<file path="config.mk">
export PLATFORM = sky130hd
export DESIGN_NAME = arcade_input_ctrl
export DESIGN_NICKNAME = d
export VERILOG_FILES = /design/src/rtl/arcade_input_ctrl.sv
export SDC_FILE = /design/constraint.sdc
export NUM_CORES = 1
export LEC_CHECK = 0
export CELL_PAD_IN_SITES_DETAIL_PLACEMENT = 1
export CELL_PAD_IN_SITES_GLOBAL_PLACEMENT = 1
export CORE_UTILIZATION = 40
export CTS_CLUSTER_SIZE = 12
export DETAILED_ROUTE_END_ITERATION = 16
export GPL_TIMING_DRIVEN = 0
export MAX_ROUTING_LAYER = met4
export PLACE_DENSITY = 0.89
export SYNTH_ARGS = -nofsm -noshare
export SYNTH_HDL_FRONTEND = slang
export SYNTH_SLANG_ARGS = --single-unit
</file>
<file path="constraint.sdc">
create_clock -name clk_sys -period 2.2 [get_ports clk_sys]
set_input_delay 0.44 -clock clk_sys [delete_from_list [all_inputs] [get_ports clk_sys]]
set_output_delay 0.44 -clock clk_sys [all_outputs]
set_load 0.02 [all_outputs]
</file>
<file path="src/rtl/arcade_input_ctrl.sv">
// Input front end for the phoenix core: PS/2 key events and two joysticks become
// registered button levels, and coin requests become fixed-width coin pulses.
module arcade_input_ctrl #(
  parameter int COIN_PULSE = 1100000,
  parameter int COIN_GAP   = 1100000
) (
  input  logic        clk_sys,
  input  logic        reset_n,
  input  logic [10:0] ps2_key,
  input  logic [15:0] joystick_0,
  input  logic [15:0] joystick_1,
  input  logic        no_rotate,
  output logic        btn_left,
  output logic        btn_right,
  output logic        btn_fire,
  output logic        btn_barrier,
  output logic [1:0]  btn_player_start,
  output logic        btn_coin
);

  localparam int CNT_MAX = (COIN_PULSE > COIN_GAP) ? COIN_PULSE : COIN_GAP;
  localparam int CNT_W   = $clog2(CNT_MAX + 1);
  localparam logic [CNT_W-1:0] PULSE_LAST = CNT_W'(COIN_PULSE - 1);
  localparam logic [CNT_W-1:0] GAP_LAST   = CNT_W'(COIN_GAP - 1);

  typedef enum logic [1:0] {
    ST_IDLE  = 2'd0,
    ST_PULSE = 2'd1,
    ST_GAP   = 2'd2
  } coin_state_t;

  logic ps2_toggle_r;
  logic key_up_r, key_down_r, key_left_r, key_right_r, key_barrier_r, key_fire_r;
  logic key_f1_r, key_f2_r, key_start1b_r, key_start2b_r, key_coin1_r, key_coin2_r;
  logic key_up2_r, key_down2_r, key_left2_r, key_right2_r, key_fire2_r, key_barrier2_r;
  logic key_event_s, key_pressed_s, key_ext_s;
  logic [15:0] joy_s;
  logic left_s, right_s, fire_s, barrier_s;
  logic [1:0] start_s;
  logic coin_src_s, coin_src_r, coin_src_d_r, coin_req_s;
  coin_state_t state_r, state_nxt_s;
  logic [CNT_W-1:0] cnt_r, cnt_nxt_s;
  logic pending_r, pending_nxt_s;
  logic unused_s;

  assign key_event_s   = ps2_key[10] ^ ps2_toggle_r;
  assign key_pressed_s = ps2_key[9];
  assign key_ext_s     = ps2_key[8];
  assign joy_s         = joystick_0 | joystick_1;
  assign unused_s      = ^joy_s[15:9];

  assign left_s    = no_rotate ? (key_down_r | key_down2_r | joy_s[2])
                               : (key_left_r | key_left2_r | joy_s[1]);
  assign right_s   = no_rotate ? (key_up_r | key_up2_r | joy_s[3])
                               : (key_right_r | key_right2_r | joy_s[0]);
  assign fire_s    = key_fire_r | key_fire2_r | joy_s[4];
  assign barrier_s = key_barrier_r | key_barrier2_r | joy_s[5];
  assign start_s   = {key_f2_r | key_start2b_r | joy_s[7],
                      key_f1_r | key_start1b_r | joy_s[6]};
  assign coin_src_s = key_coin1_r | key_coin2_r | joy_s[8] | start_s[0] | start_s[1];
  assign coin_req_s = coin_src_r & ~coin_src_d_r;

  // Key event detection and per-key pressed state; unmatched codes leave state untouched
  always_ff @(posedge clk_sys or negedge reset_n) begin
    if (!reset_n) begin
      ps2_toggle_r  <= 1'b0;
      key_up_r      <= 1'b0; key_down_r    <= 1'b0; key_left_r     <= 1'b0;
      key_right_r   <= 1'b0; key_barrier_r <= 1'b0; key_fire_r     <= 1'b0;
      key_f1_r      <= 1'b0; key_f2_r      <= 1'b0; key_start1b_r  <= 1'b0;
      key_start2b_r <= 1'b0; key_coin1_r   <= 1'b0; key_coin2_r    <= 1'b0;
      key_up2_r     <= 1'b0; key_down2_r   <= 1'b0; key_left2_r    <= 1'b0;
      key_right2_r  <= 1'b0; key_fire2_r   <= 1'b0; key_barrier2_r <= 1'b0;
    end else begin
      ps2_toggle_r <= ps2_key[10];
      if (key_event_s) begin
        case (ps2_key[7:0])
          8'h75: key_up_r      <= key_pressed_s;
          8'h72: key_down_r    <= key_pressed_s;
          8'h6B: key_left_r    <= key_pressed_s;
          8'h74: key_right_r   <= key_pressed_s;
          8'h14: key_barrier_r <= key_pressed_s;
          default: begin
            if (!key_ext_s) begin
              case (ps2_key[7:0])
                8'h29: key_fire_r     <= key_pressed_s;
                8'h05: key_f1_r       <= key_pressed_s;
                8'h06: key_f2_r       <= key_pressed_s;
                8'h16: key_start1b_r  <= key_pressed_s;
                8'h1E: key_start2b_r  <= key_pressed_s;
                8'h2E: key_coin1_r    <= key_pressed_s;
                8'h36: key_coin2_r    <= key_pressed_s;
                8'h2D: key_up2_r      <= key_pressed_s;
                8'h2B: key_down2_r    <= key_pressed_s;
                8'h23: key_left2_r    <= key_pressed_s;
                8'h34: key_right2_r   <= key_pressed_s;
                8'h1C: key_fire2_r    <= key_pressed_s;
                8'h1B: key_barrier2_r <= key_pressed_s;
                default: begin end
              endcase
            end
          end
        endcase
      end
    end
  end

  // Coin source history resets high so a source still held across reset cannot fire a pulse
  always_ff @(posedge clk_sys or negedge reset_n) begin
    if (!reset_n) begin
      btn_left         <= 1'b0;
      btn_right        <= 1'b0;
      btn_fire         <= 1'b0;
      btn_barrier      <= 1'b0;
      btn_player_start <= 2'b00;
      btn_coin         <= 1'b0;
      coin_src_r       <= 1'b1;
      coin_src_d_r     <= 1'b1;
      state_r          <= ST_IDLE;
      cnt_r            <= '0;
      pending_r        <= 1'b0;
    end else begin
      btn_left         <= left_s;
      btn_right        <= right_s;
      btn_fire         <= fire_s;
      btn_barrier      <= barrier_s;
      btn_player_start <= start_s;
      btn_coin         <= (state_nxt_s == ST_PULSE);
      coin_src_r       <= coin_src_s;
      coin_src_d_r     <= coin_src_r;
      state_r          <= state_nxt_s;
      cnt_r            <= cnt_nxt_s;
      pending_r        <= pending_nxt_s;
    end
  end

  // Coin pulse sequencer; a request at GAP expiry chains straight into the next pulse
  always_comb begin
    state_nxt_s   = state_r;
    cnt_nxt_s     = cnt_r;
    pending_nxt_s = pending_r;
    case (state_r)
      ST_IDLE: begin
        cnt_nxt_s = '0;
        if (coin_req_s) begin
          state_nxt_s = ST_PULSE;
        end else begin
          state_nxt_s = ST_IDLE;
        end
      end
      ST_PULSE: begin
        if (coin_req_s) begin
          pending_nxt_s = 1'b1;
        end else begin
          pending_nxt_s = pending_r;
        end
        if (cnt_r == PULSE_LAST) begin
          state_nxt_s = ST_GAP;
          cnt_nxt_s   = '0;
        end else begin
          cnt_nxt_s = cnt_r + CNT_W'(1);
        end
      end
      ST_GAP: begin
        if (cnt_r == GAP_LAST) begin
          cnt_nxt_s = '0;
          if (pending_r || coin_req_s) begin
            state_nxt_s   = ST_PULSE;
            pending_nxt_s = 1'b0;
          end else begin
            state_nxt_s = ST_IDLE;
          end
        end else begin
          cnt_nxt_s = cnt_r + CNT_W'(1);
          if (coin_req_s) begin
            pending_nxt_s = 1'b1;
          end else begin
            pending_nxt_s = pending_r;
          end
        end
      end
      default: begin
        state_nxt_s   = ST_IDLE;
        cnt_nxt_s     = '0;
        pending_nxt_s = 1'b0;
      end
    endcase
  end

endmodule

</file>
; Word-level counts from Yosys, hierarchy flattened
; Cells that the tools add are included.
[word_totals]
register_bits = 52
word_cells = 117
[classes]
add_sub_neg = 1
n_eq_ne = 23
muxes = 13
bitwise_logic = 27
n_reduce_logical = 23
[op_table]
columns = op, n
row1 = 8-bit by 6-bit equality test with 1-bit output (second input constant), 7
row2 = 4-bit AND reduction, 13
row3 = 21-bit 2-to-1 mux, 2
row4 = 8-bit by 5-bit equality test with 1-bit output (second input constant), 5
row5 = 8-bit by 7-bit equality test with 1-bit output (second input constant), 4
row6 = 21-bit by 1-bit adder with 21-bit output (second input constant), 1
row7 = 21-bit equality test (second input constant), 1
row8 = 1-bit bitwise OR, 20
row9 = 8-bit by 3-bit equality test with 1-bit output (second input constant), 2
row10 = 2-bit AND reduction, 6
row11 = 9-bit bitwise OR, 1
row12 = 1-bit 2-to-1 mux, 7
row13 = 2-bit case mux with 3 select lines, 1
row14 = 5-bit OR reduction, 1
row15 = 2-bit by 1-bit equality test with 1-bit output (second input constant), 2
row16 = 2-bit 2-to-1 mux, 2
row17 = 1-bit NOT, 4
row18 = 3-bit != test (second input constant), 1
row19 = 1-bit case mux with 3 select lines, 1
row20 = 2-bit equality test (second input constant), 1
row21 = 2-bit zero test, 1
row22 = 2-bit OR reduction, 1
row23 = 1-bit AND, 1
row24 = 1-bit logical OR, 1
row25 = 1-bit XOR, 1

; Logic depth before layout (Yosys ltp)
[depth]
word_depth = 7
mapped_depth = 7

; Worst setup path after synthesis
; OpenSTA, ideal clock, no wires.
[synth_timing]
kind = input-to-reg
start = input ps2_key[0]
end = register key_fire_r
setup_time_ns = 0.128
arrival_time_ns = 1.886
required_ns = 2.072
setup_slack_ns = 0.186
cell_stages = 6
n_path_buf = 1
path_cell_list = buf_2 > and3b_1 > o211a_1 > or3_4 > nor4b_4 > mux2_1
[synth_between]
elab_chain_len = 4
[synth_rtl]
columns = item, line_no
row1 = from (decl), 9  ; input logic [10:0] ps2_key,
row2 = 8-bit by 5-bit equality test with 1-bit output / 8-bit by 7-bit equality test with 1-bit output (equally long branches), 76  ; case (ps2_key[7:0])
row3 = 5-bit OR reduction (no line), n/a
row4 = 1-bit NOT (no line), n/a
row5 = 4-bit AND reduction (no line) (*), n/a
row6 = to (signal assigned), 85  ; 8'h29: key_fire_r <= key_pressed_s;
row7 = to (decl), 33  ; logic key_up_r, key_down_r, key_left_r, key_right_r, key_barrier_r, key_fire_r;
; Every way passes the cells marked *; elsewhere a longest branch is shown, timed or not.
; A chain may end at the register's enable or synchronous reset.

; Final worst setup path
[layout_timing]
start = input ps2_key[4]
end = register key_up2_r
[layout_between]
elab_chain_len = 4
[layout_rtl]
columns = item, line_no
row1 = 8-bit by 5-bit equality test with 1-bit output / 8-bit by 7-bit equality test with 1-bit output (equally long branches), 76
row2 = 5-bit OR reduction (no line), n/a
row3 = 1-bit NOT (no line), n/a
row4 = 4-bit AND reduction (no line) (*), n/a
row5 = to (signal assigned), 92  ; 8'h2D: key_up2_r <= key_pressed_s;
row6 = to (decl), 35  ; logic key_up2_r, key_down2_r, key_left2_r, key_right2_r, key_fire2_r, key_barrier2_r;
; Marks and branches as above.

==> flow_summary.toml <==
[drt]
route.final.wire_length_mm = 6.678
routed-via-count = 2058
drc = 0
routedWlPerCell_um = 18.10
detailedRoute.firstPassIterationCount = 4
route.detailed.vias_per_inst = 5.577
detail_route.iter0.violations = 93
ant_nets = 0

[sta]
final_max_slew_viol_count = 0
hold_viol_final = 0
setup_violations = 2
worstMarginPinSlew_ns = 0.6097
final_critical_path_setup_slack_ns = -0.05331
max_clock_freq_mhz = 443.8
maxSlewHeadroom_pct = 59.35
fin_crit_sh_pct = 102.4
fin_worst_skew_ns = 0.01278
final.min_clock_period_ns = 2.253

[clock_tree]
cts-buffers-inserted = 5
cts_hold_repair.buffers = 0
path_clk_slew_ns = 0.10
clockRootBuffer = "sky130_fd_sc_hd__clkbuf_8"
clkSinkCount = 52
insertion_delay_ns = 0.31
htree_levels = 2
max-clock-path-buffers = 2
cts_tree = "yes"

[synth]
ys_types = 49
yosysSeqAreaShare_pct = 49.74
synth_top_flop_cell = "sky130_fd_sc_hd__dfrtp_1"
avgSynthCellArea_um2 = 10.70
yosys_warnings = 0
synth_fp_nets = 296
netlist_area_mm2 = 0.002621
synth-edff-count = 0
async_flop_share_pct = 100.0
syn_inst = 245
yosys_register_bits = 52

[setup_path]
worst_path_max_delay_cell = "sky130_fd_sc_hd__clkdlybuf4s50_1"
worst-endpoint-arrival_ns = 2.45
worstSetupStartpointType = "input port"
r2r-end = "cnt_r[15]$_DFF_PN0_"
worst_setup_path_end_kind = "register"
setup.worst_path.class = "in -> reg"
dominant_delay_contributor_by_cell_family_on_the_critical_path = "simple AND/OR/NAND/NOR gates"
cp_data_required_time_ns = 2.40
timing.critical_path.slowest_cell_delay_ns = 0.50
r2r_setup_slack_ns = 0.20
path_max_fanout = 5
cp_cell_instances = "clkdlybuf4s50_1 > and3b_1 > o211a_1 > or3_4 > nor3_2 > mux2_1"
number_of_buffer_and_inverter_instances_along_the_worst_setup_path = 1
r2r-start = "cnt_r[0]$_DFF_PN0_"
worst_r2r_path_depth = 7

[pwr]
p_total_w = 0.002111
total_leakage_power_nw = 1.436
switching_share_pct = 26.21
peakVddDrop_v = 0.0003351
power_per_cell_area_mw_per_mm2 = 640.2
net-switching-power_w = 0.0005532
combPwrFrac_pct = 13.6
share_clk_of_total_power_pct = 33.4
seq_power_share_pct = 53.1
cellInternalPower_w = 0.001557

[final_layout]
areaGrowthSynthToFinish_pct = 25.78
largest_register_by_flop_count = "cnt_r"
total_number_of_nets_in_the_final_design = 342
antenna-diode-count = 0
finalNonFillerCells = 369
commonest_cells_after_routing_fill_and_taps_aside = "sky130_fd_sc_hd__dfrtp_1, sky130_fd_sc_hd__clkdlybuf4s50_1, sky130_fd_sc_hd__nor2_1, sky130_fd_sc_hd__nand2_1, sky130_fd_sc_hd__mux2_2"
layout.cells.most_common = "sky130_fd_sc_hd__dfrtp_1"
largest_register_ff_count = 21
layout_top_registers = "cnt_r x21, btn_player_start x2, state_r x2"
layout-drive-gt1-share_pct = 18.15

[die]
floorplan.die_area_mm2 = 0.006881
die_x_um = 82.95
rows = 29
placeableCoreArea_mm2 = 0.006350
io_pins = 53
dieHeight_um = 82.95
start_util_pct = 41.28

[outcome]
failed_checks = "negative setup slack"
outcome = "finished with violations"

[place]
placed_cells = 359
place_hpwl_mm = 4.539
port_buffers = 36
place.gp.congestion = 0.9037

[global_route]
grtUsageMet3_pct = 3.479
grt_start_max_net_pins = 29
grt_pass1_wl_mm = 10.61
met2_usage_in_global_routing_pct = 34.87
grt_usage_pct = 20.12
use_met1_pct = 23.88
top_usage_layer = "met2"
grt_pass1_vias = 2172
number_of_antenna_violations_at_the_first_check_in_global_routing = 0
globalRouteOverflowTotal = 0

[hold_path]
class_of_the_tightest_hold_or_removal_check = "in -> async"

[run]
timing.max_cap.violations = 0
==> cells by family after synthesis <==
group	synth area share, %
adder cells (fa/ha/maj)	2.387
buffers and inverters	2.100
AND/OR/NAND/NOR	27.92
XOR/XNOR	6.683
multiplexers	7.733
flip-flops	49.74
AO/OA/AOI/OAI	3.437
==> per-layer routing <==
| metal | vias up | share of wire, % |
|---|---|---|
| met5 | - | 0 |
| met4 | 0 | 1.9 |
| met3 | 11 | 3.4 |
| met2 | 54 | 53 |
| met1 | 1035 | 42 |
| li1 | 958 | - |
==> how the worst max path moves through the flow <==
stage                    start                 endpoint  slack (ns)  depth (start not counted)
floorplan           ps2_key[0]   key_fire_r$_DFFE_PN0P_        0.19                          6
global placement       reset_n  key_right_r$_DFFE_PN0P_       -0.83                          1
detailed placement  ps2_key[4]  key_fire2_r$_DFFE_PN0P_       -0.35                          7
CTS                 ps2_key[5]    key_up2_r$_DFFE_PN0P_       -0.02                          6
global route        ps2_key[4]    key_up2_r$_DFFE_PN0P_       -0.06                          6
finish              ps2_key[4]    key_up2_r$_DFFE_PN0P_       -0.05                          6
==> final cells by class <==
class | count | area, um2
tap | 77 | 96.34
multi-input combinational | 181 | 1324
fill | 680 | 3053
clock buffer | 6 | 82.58
buffer | 5 | 28.78
timing repair buffer | 39 | 396.6
inverter | 7 | 26.28
clock inverter | 2 | 38.79
sequential | 52 | 1304
==> metrics by stage <==
stage	TNS, ns	utilization, %	instance area, um2	setup slack (ns)	hold WS [ns]
finish	-0.08019	51.92	3297	-0.05331	0.1340
CTS	-0.03610	50.98	3237	-0.02138	0.1406
global route	-0.1377	51.92	3297	-0.05937	0.1742
detailed placement	-4.625	48.71	3093	-0.3535	0.3586
global placement	-46.03	48.47	3078	-0.8316	0.3548
floorplan	0	-	2621	0.1863	0.1444
==> power by group through the flow <==
| stage | registers (W) | logic [W] | clock network, W |
|---|---|---|---|
| 4_1_cts | 0.00112 | 0.000279 | 0.000717 |
| 3_5_place_dp | 0.00114 | 0.000274 | 0 |
| 2_1_floorplan | 0.00112 | 0.000138 | 0 |
| 3_3_place_gp | 0.00113 | 0.000257 | 0 |
| 6_report | 0.00112 | 0.000287 | 0.000704 |
| 5_1_grt | 0.00113 | 0.000317 | 0.000753 |
==> synthesized netlist by cell type, drive strengths merged, types with 4 or more instances <==
| cell | n | area (um2) |
|---|---|---|
| or4 | 4 | 30.03 |
| nand2 | 18 | 70.07 |
| ha | 5 | 62.56 |
| mux2 | 18 | 202.7 |
| nand3 | 9 | 45.04 |
| and2 | 4 | 25.02 |
| nand4 | 4 | 25.02 |
| dfrtp | 50 | 1251 |
| buf | 4 | 25.02 |
| inv | 7 | 26.28 |
| nor3 | 14 | 75.07 |
| nand3b | 4 | 30.03 |
| nor2 | 28 | 105.1 |
| xnor2 | 15 | 131.4 |
| nor4 | 11 | 81.32 |
| xor2 | 5 | 43.79 |
| and3 | 8 | 50.05 |
==> what timing repair did <==
item	in CTS	in global routing
buffers inserted	0	2
pin swaps	0	2
setup endpoints to repair	15	20
gates resized for setup	5	11
==> worst register-to-register path, cell delays in order, from the launching register on <==
cell and delay [ns]:
sky130_fd_sc_hd__dfrtp_1 0.37, sky130_fd_sc_hd__ha_1 0.25, sky130_fd_sc_hd__or3b_1 0.42, sky130_fd_sc_hd__nor4_4 0.26
sky130_fd_sc_hd__nand2_2 0.16, sky130_fd_sc_hd__nand2_4 0.15, sky130_fd_sc_hd__buf_4 0.20, sky130_fd_sc_hd__nor2_1 0.07
Note: power is estimated with default switching activity, not from simulation.
